File: src/rtl/score_display_pkg.sv
// Shared types, segment table and sizing helper for the score display driver.
package score_display_pkg;

  typedef enum logic [1:0] {
    ST_IDLE  = 2'd0,
    ST_LOAD  = 2'd1,
    ST_SHIFT = 2'd2,
    ST_DONE  = 2'd3
  } state_e;

  localparam logic [6:0] SEG_BLANK = 7'h7F;

  // Active-low {g,f,e,d,c,b,a} patterns for decimal digits 0..9.
  localparam logic [0:9][6:0] SEG_TABLE = '{
    7'h40, 7'h79, 7'h24, 7'h30, 7'h19,
    7'h12, 7'h02, 7'h78, 7'h00, 7'h10
  };

  // BCD nibbles needed to hold any WIDTH-bit binary value.
  function automatic int calc_nb(input int width);
    return (width * 32'sd3) / 32'sd10 + 32'sd1;
  endfunction

endpackage

File: src/rtl/bcd_to_7seg.sv
// One BCD nibble to active-low seven-segment pattern, with a forced-blank input.
module bcd_to_7seg
  import score_display_pkg::*;
(
  input  logic [3:0] digit,
  input  logic       blank,
  output logic [6:0] seg
);

  // Table lookup; anything outside 0..9 or an explicit blank turns all segments off.
  always_comb begin
    seg = SEG_BLANK;
    if (blank) begin
      seg = SEG_BLANK;
    end else if (digit <= 4'd9) begin
      seg = SEG_TABLE[digit];
    end else begin
      seg = SEG_BLANK;
    end
  end

endmodule

File: src/rtl/score_display_driver.sv
// Throttled binary-to-BCD display driver with multi-cycle double-dabble conversion.
// Leading-zero blanking of the segment outputs is enabled by SCORE_DISPLAY_LZB_EN.
module score_display_driver
  import score_display_pkg::*;
#(
  parameter int CLOCK_FREQUENCY = 25000000,
  parameter int REFRESH_HZ      = 20,
  parameter int WIDTH           = 32,
  parameter int DIGITS          = 6
) (
  input  logic                  Clock,
  input  logic                  reset,
  input  logic [WIDTH-1:0]      score,
  input  logic [WIDTH-1:0]      highScore,
  input  logic                  showHigh,
  input  logic                  freeze,
  output logic [4*DIGITS-1:0]   bcd_out,
  output logic [7*DIGITS-1:0]   hex_out,
  output logic                  overflow,
  output logic                  busy,
  output logic                  done
);

  localparam int NB = calc_nb(WIDTH);
  localparam int TW = $clog2(CLOCK_FREQUENCY) + 1;
  localparam int CW = $clog2(WIDTH + 1);
  localparam logic [TW-1:0] TICK_RELOAD = TW'(CLOCK_FREQUENCY / REFRESH_HZ - 1);

  state_e              state_q, state_d;
  logic [TW-1:0]       tick_cnt_q, tick_cnt_d;
  logic                show_high_q, pending_q, pending_d;
  logic [WIDTH-1:0]    bin_q, bin_d;
  logic [4*NB-1:0]     acc_q, acc_d, acc_adj_s;
  logic [CW-1:0]       bit_cnt_q, bit_cnt_d;
  logic [4*DIGITS-1:0] bcd_q, bcd_d, sat_bcd_s;
  logic [7*DIGITS-1:0] hex_q, hex_d, seg_s;
  logic                overflow_q, overflow_d, busy_q, busy_d, done_q, done_d;
  logic                tick_s, start_s, ovf_s;
  logic [3:0]          nib_s;
  logic [DIGITS-1:0]   blank_s;
`ifdef SCORE_DISPLAY_LZB_EN
  logic                lead_s;
`endif

  // Result view of the accumulator: saturate to all nines when the value does not fit.
  always_comb begin
    ovf_s     = |acc_q[4*NB-1:4*DIGITS];
    sat_bcd_s = ovf_s ? {DIGITS{4'h9}} : acc_q[4*DIGITS-1:0];
  end

  // Blank every digit above the most significant nonzero one; digit 0 always shows.
  always_comb begin
    blank_s = '0;
`ifdef SCORE_DISPLAY_LZB_EN
    lead_s = 1'b1;
    for (int i = DIGITS - 1; i > 0; i--) begin
      lead_s     = lead_s & (sat_bcd_s[4*i +: 4] == 4'd0);
      blank_s[i] = lead_s;
    end
`endif
  end

  for (genvar g = 0; g < DIGITS; g++) begin : g_seg
    bcd_to_7seg u_seg (
      .digit (sat_bcd_s[4*g +: 4]),
      .blank (blank_s[g]),
      .seg   (seg_s[7*g +: 7])
    );
  end

  // Next-state logic: refresh tick, pending request and the conversion sequence.
  always_comb begin
    tick_s     = (tick_cnt_q == '0);
    tick_cnt_d = tick_s ? TICK_RELOAD : tick_cnt_q - TW'(1);
    start_s    = (state_q == ST_IDLE) && (tick_s || pending_q) && !freeze;
    pending_d  = start_s ? 1'b0 : (pending_q | tick_s | (showHigh ^ show_high_q));

    // Double-dabble correction: any nibble >= 5 gets +3 before the shift.
    acc_adj_s = acc_q;
    nib_s     = 4'd0;
    for (int i = 0; i < NB; i++) begin
      nib_s                = acc_q[4*i +: 4];
      acc_adj_s[4*i +: 4]  = (nib_s >= 4'd5) ? nib_s + 4'd3 : nib_s;
    end

    state_d    = state_q;
    bin_d      = bin_q;
    acc_d      = acc_q;
    bit_cnt_d  = bit_cnt_q;
    bcd_d      = bcd_q;
    hex_d      = hex_q;
    overflow_d = overflow_q;
    busy_d     = busy_q;
    done_d     = 1'b0;

    case (state_q)
      ST_IDLE: begin
        if (start_s) begin
          state_d = ST_LOAD;
        end else begin
          state_d = ST_IDLE;
        end
      end
      ST_LOAD: begin
        bin_d     = showHigh ? highScore : score;
        acc_d     = '0;
        bit_cnt_d = CW'(WIDTH);
        busy_d    = 1'b1;
        state_d   = ST_SHIFT;
      end
      ST_SHIFT: begin
        acc_d     = {acc_adj_s[4*NB-2:0], bin_q[WIDTH-1]};
        bin_d     = {bin_q[WIDTH-2:0], 1'b0};
        bit_cnt_d = bit_cnt_q - CW'(1);
        if (bit_cnt_q == CW'(1)) begin
          state_d = ST_DONE;
        end else begin
          state_d = ST_SHIFT;
        end
      end
      ST_DONE: begin
        bcd_d      = sat_bcd_s;
        hex_d      = seg_s;
        overflow_d = ovf_s;
        busy_d     = 1'b0;
        done_d     = 1'b1;
        state_d    = ST_IDLE;
      end
      default: begin
        state_d = ST_IDLE;
      end
    endcase
  end

  // State and output registers; reset blanks the display and aborts any conversion.
  always_ff @(posedge Clock or posedge reset) begin
    if (reset) begin
      state_q     <= ST_IDLE;
      tick_cnt_q  <= TICK_RELOAD;
      show_high_q <= 1'b0;
      pending_q   <= 1'b0;
      bin_q       <= '0;
      acc_q       <= '0;
      bit_cnt_q   <= '0;
      bcd_q       <= '0;
      hex_q       <= '1;
      overflow_q  <= 1'b0;
      busy_q      <= 1'b0;
      done_q      <= 1'b0;
    end else begin
      state_q     <= state_d;
      tick_cnt_q  <= tick_cnt_d;
      show_high_q <= showHigh;
      pending_q   <= pending_d;
      bin_q       <= bin_d;
      acc_q       <= acc_d;
      bit_cnt_q   <= bit_cnt_d;
      bcd_q       <= bcd_d;
      hex_q       <= hex_d;
      overflow_q  <= overflow_d;
      busy_q      <= busy_d;
      done_q      <= done_d;
    end
  end

  assign bcd_out  = bcd_q;
  assign hex_out  = hex_q;
  assign overflow = overflow_q;
  assign busy     = busy_q;
  assign done     = done_q;

endmodule

File: config.mk
export PLATFORM = sky130hd
export DESIGN_NAME = score_display_driver
export DESIGN_NICKNAME = d
export VERILOG_FILES = /design/src/rtl/score_display_pkg.sv /design/src/rtl/bcd_to_7seg.sv /design/src/rtl/score_display_driver.sv
export SDC_FILE = /design/constraint.sdc
export NUM_CORES = 1
export LEC_CHECK = 0
export ABC_AREA = 1
export BUFFER_PORTS_ARGS = -buffer_cell sky130_fd_sc_hd__clkbuf_2
export CORE_MARGIN = 5
export CORE_UTILIZATION = 35
export CTS_CLUSTER_DIAMETER = 200
export DETAILED_ROUTE_END_ITERATION = 16
export PLACE_DENSITY_LB_ADDON = 0.12
export SETUP_SLACK_MARGIN = 0.2
export SKIP_CTS_REPAIR_TIMING = 1
export SLEW_MARGIN = 20
export SYNTH_ARGS = -nofsm -noshare
export SYNTH_HDL_FRONTEND = slang
export SYNTH_SLANG_ARGS = --single-unit
File: constraint.sdc
create_clock -name Clock -period 4.4 [get_ports Clock]
set_clock_uncertainty 0.1 [all_clocks]
set_input_delay 0 -clock Clock [delete_from_list [all_inputs] [get_ports Clock]]
set_output_delay 0 -clock Clock [all_outputs]
set_load 0.01 [all_outputs]
; ---- After elaboration in Yosys (flattened, before gate mapping)
; Memories as Yosys holds them, arrays and structs flattened.
; Cells that the tools add are included.
[classes]
n_reduce_logical = 9
n_mux = 40
n_bitwise = 9
n_addsub = 12
div = 0
magnitude_cmp = 22
multipliers = 0
n_eq_ne = 4
shift = 0
[op_table]
columns = op, n
row1 = 7-bit 2-to-1 mux, 18
row2 = 40-bit case mux with 2 select lines, 1
row3 = 32-bit case mux with 2 select lines, 1
row4 = 4-bit by 3-bit >= comparator with 1-bit output (second input constant), 10
row5 = 4-bit by 2-bit adder with 4-bit output (second input constant), 9
row6 = 4-bit 2-to-1 mux, 9
row7 = 32-bit 2-to-1 mux, 1
row8 = 5-bit >= comparator (second input constant), 6
row9 = 4-bit inverter with 5-bit output, 6
row10 = 26-bit zero test, 1
row11 = 26-bit 2-to-1 mux, 1
row12 = 26-bit by 1-bit subtractor with 26-bit output (second input constant), 1
row13 = 4-bit less-or-equal comparator (second input constant), 6
row14 = 24-bit 2-to-1 mux, 1
row15 = 16-bit OR reduction, 1
row16 = 6-bit case mux with 2 select lines, 1
row17 = 2-bit case mux with 4 select lines, 1
row18 = 6-bit by 1-bit equality test with 1-bit output (second input constant), 1
row19 = 6-bit by 1-bit subtractor with 6-bit output (second input constant), 1
row20 = 2-bit equality test (second input constant), 2
row21 = 1-bit 2-to-1 mux, 4
row22 = 2-bit nonzero test, 2
row23 = 3-bit by 2-bit adder with 3-bit output (second input constant), 1
row24 = 3-bit 2-to-1 mux, 1
row25 = 8 further kinds, 10
[totals]
elab_cells = 114
output_inout_bits = 69
latchBits = 0
memories = 6
in_bits = 68
ff_bits = 177
ramBits = 0
romBits = 672
[memory_table]
columns = name, depth, width, rd, rd_ports_with_merged_regs, wr, line_no
row1 = (name not given), 16, 7, 1, 0, 0, bcd_to_7seg.sv:16  ; seg = SEG_TABLE[digit];
row2 = (name not given), 16, 7, 1, 0, 0, bcd_to_7seg.sv:16
row3 = (name not given), 16, 7, 1, 0, 0, bcd_to_7seg.sv:16
row4 = (name not given), 16, 7, 1, 0, 0, bcd_to_7seg.sv:16
row5 = (name not given), 16, 7, 1, 0, 0, bcd_to_7seg.sv:16
row6 = (name not given), 16, 7, 1, 0, 0, bcd_to_7seg.sv:16

; ---- Depth between registers and ports, before layout
[logic_depth]
word_depth = 7
mapped_depth = 15
depth_no_buf = 14

; ---- Cells and area by module
; A second synthesis with hierarchy kept.
[unflattened]
cells_unflattened = 1152
hier_area_um2 = 10238.6
[modules_own_cells]
columns = module, n_inst, area_each_um2, cells_per_inst, seq_area_each_um2
row1 = score_display_driver, 1, 8886.0, 926, 4495.6
row2 = bcd_to_7seg (g_seg[0].u_seg ...), 5, 224.0, 38, 0.0
row3 = bcd_to_7seg (g_seg[1].u_seg), 1, 232.7, 36, 0.0

; ---- Worst setup path after synthesis
; Ideal clock, no wire load.
[synth_path]
path_kind = reg2reg
start = register acc_q[28]
end = register hex_q[3] (netlist: hex_out[3])
arrival_time_ns = 2.360
slack_ns = 1.879
path_stages_with_launch = 16
synth_period_minus_slack_ns = 2.521
path_buffers = 1
required_ns = 4.239
setup_ns = 0.061
path_cell_list = dfrtp_1 > inv_1 > ha_1 > nand2_1 > nor2_2 > nand2_4 > buf_6 > nor2_1 > inv_1 > ha_1 > or2_2 > nand2_2 > nand2_2 > nand2_1 > nand3_1 > nand2_1
[synth_via]
elab_chain_len = 7
word_cells_on_any_way = 8
classes_between = order compare (1) / mux (4) / bitwise (1) / reduce/logical (1) / memory (1)
[synth_rtl]
columns = element, line_no
row1 = "start, declared", score_display_driver.sv:33  ; logic [4*NB-1:0] acc_q, acc_d, acc_adj_s;
row2 = "start signal, assigned", score_display_driver.sv:143  ; acc_q <= '0;
row3 = "start signal, assigned", score_display_driver.sv:156  ; acc_q <= acc_d;
row4 = 16-bit OR reduction (*), score_display_driver.sv:47  ; ovf_s = |acc_q[4*NB-1:4*DIGITS];
row5 = 24-bit 2-to-1 mux (*), score_display_driver.sv:48  ; sat_bcd_s = ovf_s ? {DIGITS{4'h9}} : acc_q[4*DIGITS-1:0];
row6 = named net g_seg[0].u_seg.digit[0], bcd_to_7seg.sv:5  ; input logic [3:0] digit,
row7 = 4-bit inverter with 5-bit output (not written as such), bcd_to_7seg.sv:16
row8 = memory 16 x 7 bit, -
row9 = 7-bit 2-to-1 mux (not written as such) (2 in a row), bcd_to_7seg.sv:16
row10 = 7-bit 2-to-1 mux (*), bcd_to_7seg.sv:15  ; end else if (digit <= 4'd9) begin
row11 = "end signal, assigned", score_display_driver.sv:146  ; hex_q <= '1;
row12 = "end signal, assigned", score_display_driver.sv:159  ; hex_q <= hex_d;
row13 = "end, declared", score_display_driver.sv:36  ; logic [7*DIGITS-1:0] hex_q, hex_d, seg_s;
; Mark *: on every way through the listed nets, which the timed path passes. The rest lies on a longest branch. The select of a mux whose other input is x is not followed.
; A chain may end at the register's enable or synchronous reset.

; ---- Worst setup path after layout
[layout_path]
start = register state_q[0]
end = register bin_q[3]
[layout_via]
elab_chain_len = 2
word_cells_on_any_way = 4
classes_between = eq/ne (2) / mux (1) / reduce/logical (1)
[layout_rtl]
columns = element, line_no
row1 = "start, declared", score_display_driver.sv:29  ; state_e state_q, state_d;
row2 = "start signal, assigned", score_display_driver.sv:151  ; state_q <= state_d;
row3 = 2-bit equality test / 2-bit by 1-bit equality test with 1-bit output (equally long branches), score_display_driver.sv:96  ; case (state_q)
row4 = 32-bit case mux with 2 select lines / 2-bit nonzero test (equally long branches), -
row5 = "end signal, assigned", score_display_driver.sv:155  ; bin_q <= bin_d;
row6 = "end, declared", score_display_driver.sv:32  ; logic [WIDTH-1:0] bin_q, bin_d;
; Several ways; a longest one is shown, not always the timed one.

==> qor.yml <==
timing:
  max_freq_mhz: 268
  slew_violations: 0
  final.setup.tns_ps: 0
  finalHoldViolCount: 0
  setup_viol: 0
  slew_headroom_pct: 32.1
  timing.hold.ws_ps: 91.3
  grt_setup_unrepaired: "no"
  worst_pin_slew_ps: 1020
  finalCriticalPeriod_ps: 3730
  period_share_pct: 84.7
logic_synthesis:
  yosys_warnings: 0
  postSynthAreaPerCell_um2: 8.49
  synth_top_area_share_pct: 31.9
  yosys.cell_types.count: 41
  syn_area_um2: 9730
  synth_top_area_cell: "dfrtp_1"
  ys_async_sr_fraction_pct: 100
  ys_ff_latch: 177
  ys_seq_area_share_pct: 46.2
  synth_nets: 1276
  synthTopCellsByArea: "dfrtp_1, dfstp_2, ha_1, nor2_1, nand2_1"
  syn_inst: 1146
  ys.flop_type: "dfrtp_1"
  synth-edff-count: 0
critical_path:
  crit_path_cell_trace: "inv_1 -> ha_2 -> buf_4 -> inv_1 -> nor2_2 -> buf_4 -> o21ai_0 -> o221ai_1 -> dlygate4sd3_1"
  r2r_setup_slack_ps: 670
  slowest_stage: "dlygate4sd3_1"
  cp.arrival_ps: 3990
  crit_cells: 9
  criticalPathCategory: "flip-flop to flip-flop"
  crit_required_ps: 4660
  critPathTopFamily: "buffers and inverters"
  r2r-start: "state_q[0]"
  crit_path_end_kind: "flip-flop"
  crit_path_start_kind: "flip-flop"
  cp_slowest_stage_delay_ps: 590
  crit_buf_inv: 5
  worst_r2r_path_depth: 9
  cp-endpoint: "bin_q[3]"
  crit_start: "state_q[0]"
  reg2reg_to: "bin_q[3]"
  path_max_fanout: 61
floorplanning:
  core_um2: 27600
  rows: 61
  die_x_um: 177
  die_area_um2: 31200
  ios: 137
  die_h_um: 177
  start_util_pct: 35.2
finish:
  drive_gt1_share_pct: 21.8
  antenna_cells: 0
  final-seq-area_um2: 4500
  final_net_count: 1464
  final_cells: 1725
  multi_input_area_um2: 4580
  utilization_pct: 43.4
  syn_to_final_growth_pct: 23.3
  fill_cells: 2840
hold_path:
  min_path_type: "primary input to flip-flop"
  hold_path_startpoint: "showHigh"
pwr:
  leakage_nw: 5.63
  peakVddDrop_mv: 0.252
  p_per_area_nw_per_um2: 604
global_routing:
  grt_usage_pct: 15.8
  antenna_found_initial: 0
  grt_max_degree: 178
  grt_pass1_wl_mm: 40.9
  globalRoute.totalOverflow: 0
  grt_pass1_vias: 8017
cts:
  path_clk_slew_ps: 80
  htreeDepth: 4
  clock_sinks: 177
  clockBufferDepth: 2
  cts_tree: "yes"
  cts-root-buf: "clkbuf_16"
  insertion_delay_ps: 440
  cts_buffers: 17
detailed_routing:
  wl_per_cell_um: 14.2
  vias: 8171
  drc: 0
  drtAntennaViolNets: 0
  wl_mm: 24.5
  drtPass1Iterations: 4
  vias_per_cell: 4.74
  first_iter_violations: 345
placement:
  finalWeightedCongestion: 0.759
  port_buffers: 136
  dpl.hpwl_mm: 16.0
  place_inst: 1627
run:
  maxCapViolations: 0
status:
  outcome: "completed"
## worst min-delay path by stage
stage	to	slack [ps]	cells after the start
floorplan	show_high_q	-70	0
CTS	bin_q[0]	-290	3
finish	show_high_q	90	1
global route	show_high_q	140	1
global placement	bin_q[0]	170	3
detailed placement	bin_q[0]	180	3
## cell usage in the layout (no fill, tap or decap), drive strengths merged
master,count
buf,8
dlygate4sd3,66
nand4,19
xor2,31
o32ai,4
o21ai,109
dfstp,53
inv,129
or2,22
clkbuf,154
o21a,4
nor2,184
ha,62
clkinvlp,4
nor3,7
a31oi,1
o2111ai,2
nand3,52
o22ai,13
nand2,177
a21oi,73
nand3b,2
clkinv,9
nor3b,1
o211ai,8
o221ai,29
dfrtp,124
## stage by stage
step	area (µm²)	setup slack [ps]	total power, mW
2_1_floorplan	9730	1880	4.53
3_3_place_gp	10800	1310	5.39
3_5_place_dp	10800	1210	5.43
4_1_cts	11300	1180	6.95
5_1_grt	12000	327	7.89
6_report	12000	675	7.25
## layout make-up
type                            instances  area share, %
Multi-Input combinational cell        800           38.2
Inverter                              128           4.05
Sequential cell                       177           37.5
Clock buffer                           18           3.58
Clock inverter                         14           1.02
Timing Repair Buffer                  210           11.8
Tap cell                              378           3.94
## worst register-to-register path, delay by kind of cell, from the launching register on
family,cells,cell delay (ps)
DFF,1,380
AOI/OAI and AO/OA,2,340
adders and majority gates,1,320
and+or+nand+nor,1,330
buffers and inverters,5,2170
## cells by family (layout without fill, tap and decap cells)
group,count (synthesis),count (layout),synth area share (%)
adders and majority gates,62,62,7.97
buffers and inverters,169,370,6.81
and+or+nand+nor,464,464,21.8
AOI/OAI and AO/OA,243,243,14.5
xor gates and xnor gates,31,31,2.79
DFF,177,177,46.2
## cells in the mapped netlist (3+ instances only)
master	number
nor2_1	173
nand2_1	169
dfrtp_1	124
inv_1	118
o21ai_0	103
a21oi_1	70
ha_1	62
dfstp_2	53
nand3_1	43
xor2_1	31
o221ai_1	29
clkbuf_1	28
or2_2	22
nand4_1	19
o22ai_1	13
nor2_4	8
o211ai_1	8
buf_1	6
nand2_2	6
o21ai_1	6
inv_2	5
nand3_2	5
nor3_1	5
buf_2	4
clkinv_1	4
nand3_4	4
o21a_1	4
o32ai_1	4
a21oi_2	3
nor2_2	3
## metal layers
metal	share of wire (%)	routed length, µm	track usage (%)	vias up
li1	-	-	-	4152
met5	0	0	0	-
met4	0.80	195	3.03	0
met3	2.7	664	2.88	16
met2	46	11400	24.9	115
met1	50	12300	23.0	3888
## power by group
| part | switching [mW] | leakage, nW | internal (mW) |
|---|---|---|---|
| registers | 0.305 | 2.15 | 2.27 |
| clock network | 0.724 | 0.264 | 0.744 |
| logic | 1.85 | 3.21 | 1.36 |
## sequential cells by signal, summed over array words and instances (netlist names)
signal,count
bcd_out,24
pending_q,1
tick_cnt_q,26
acc_q,40
bin_q,32
hex_out,42
state_q,2
done,1
show_high_q,1
overflow,1
bit_cnt_q,6
busy,1
(Power assumes the default switching activity.)
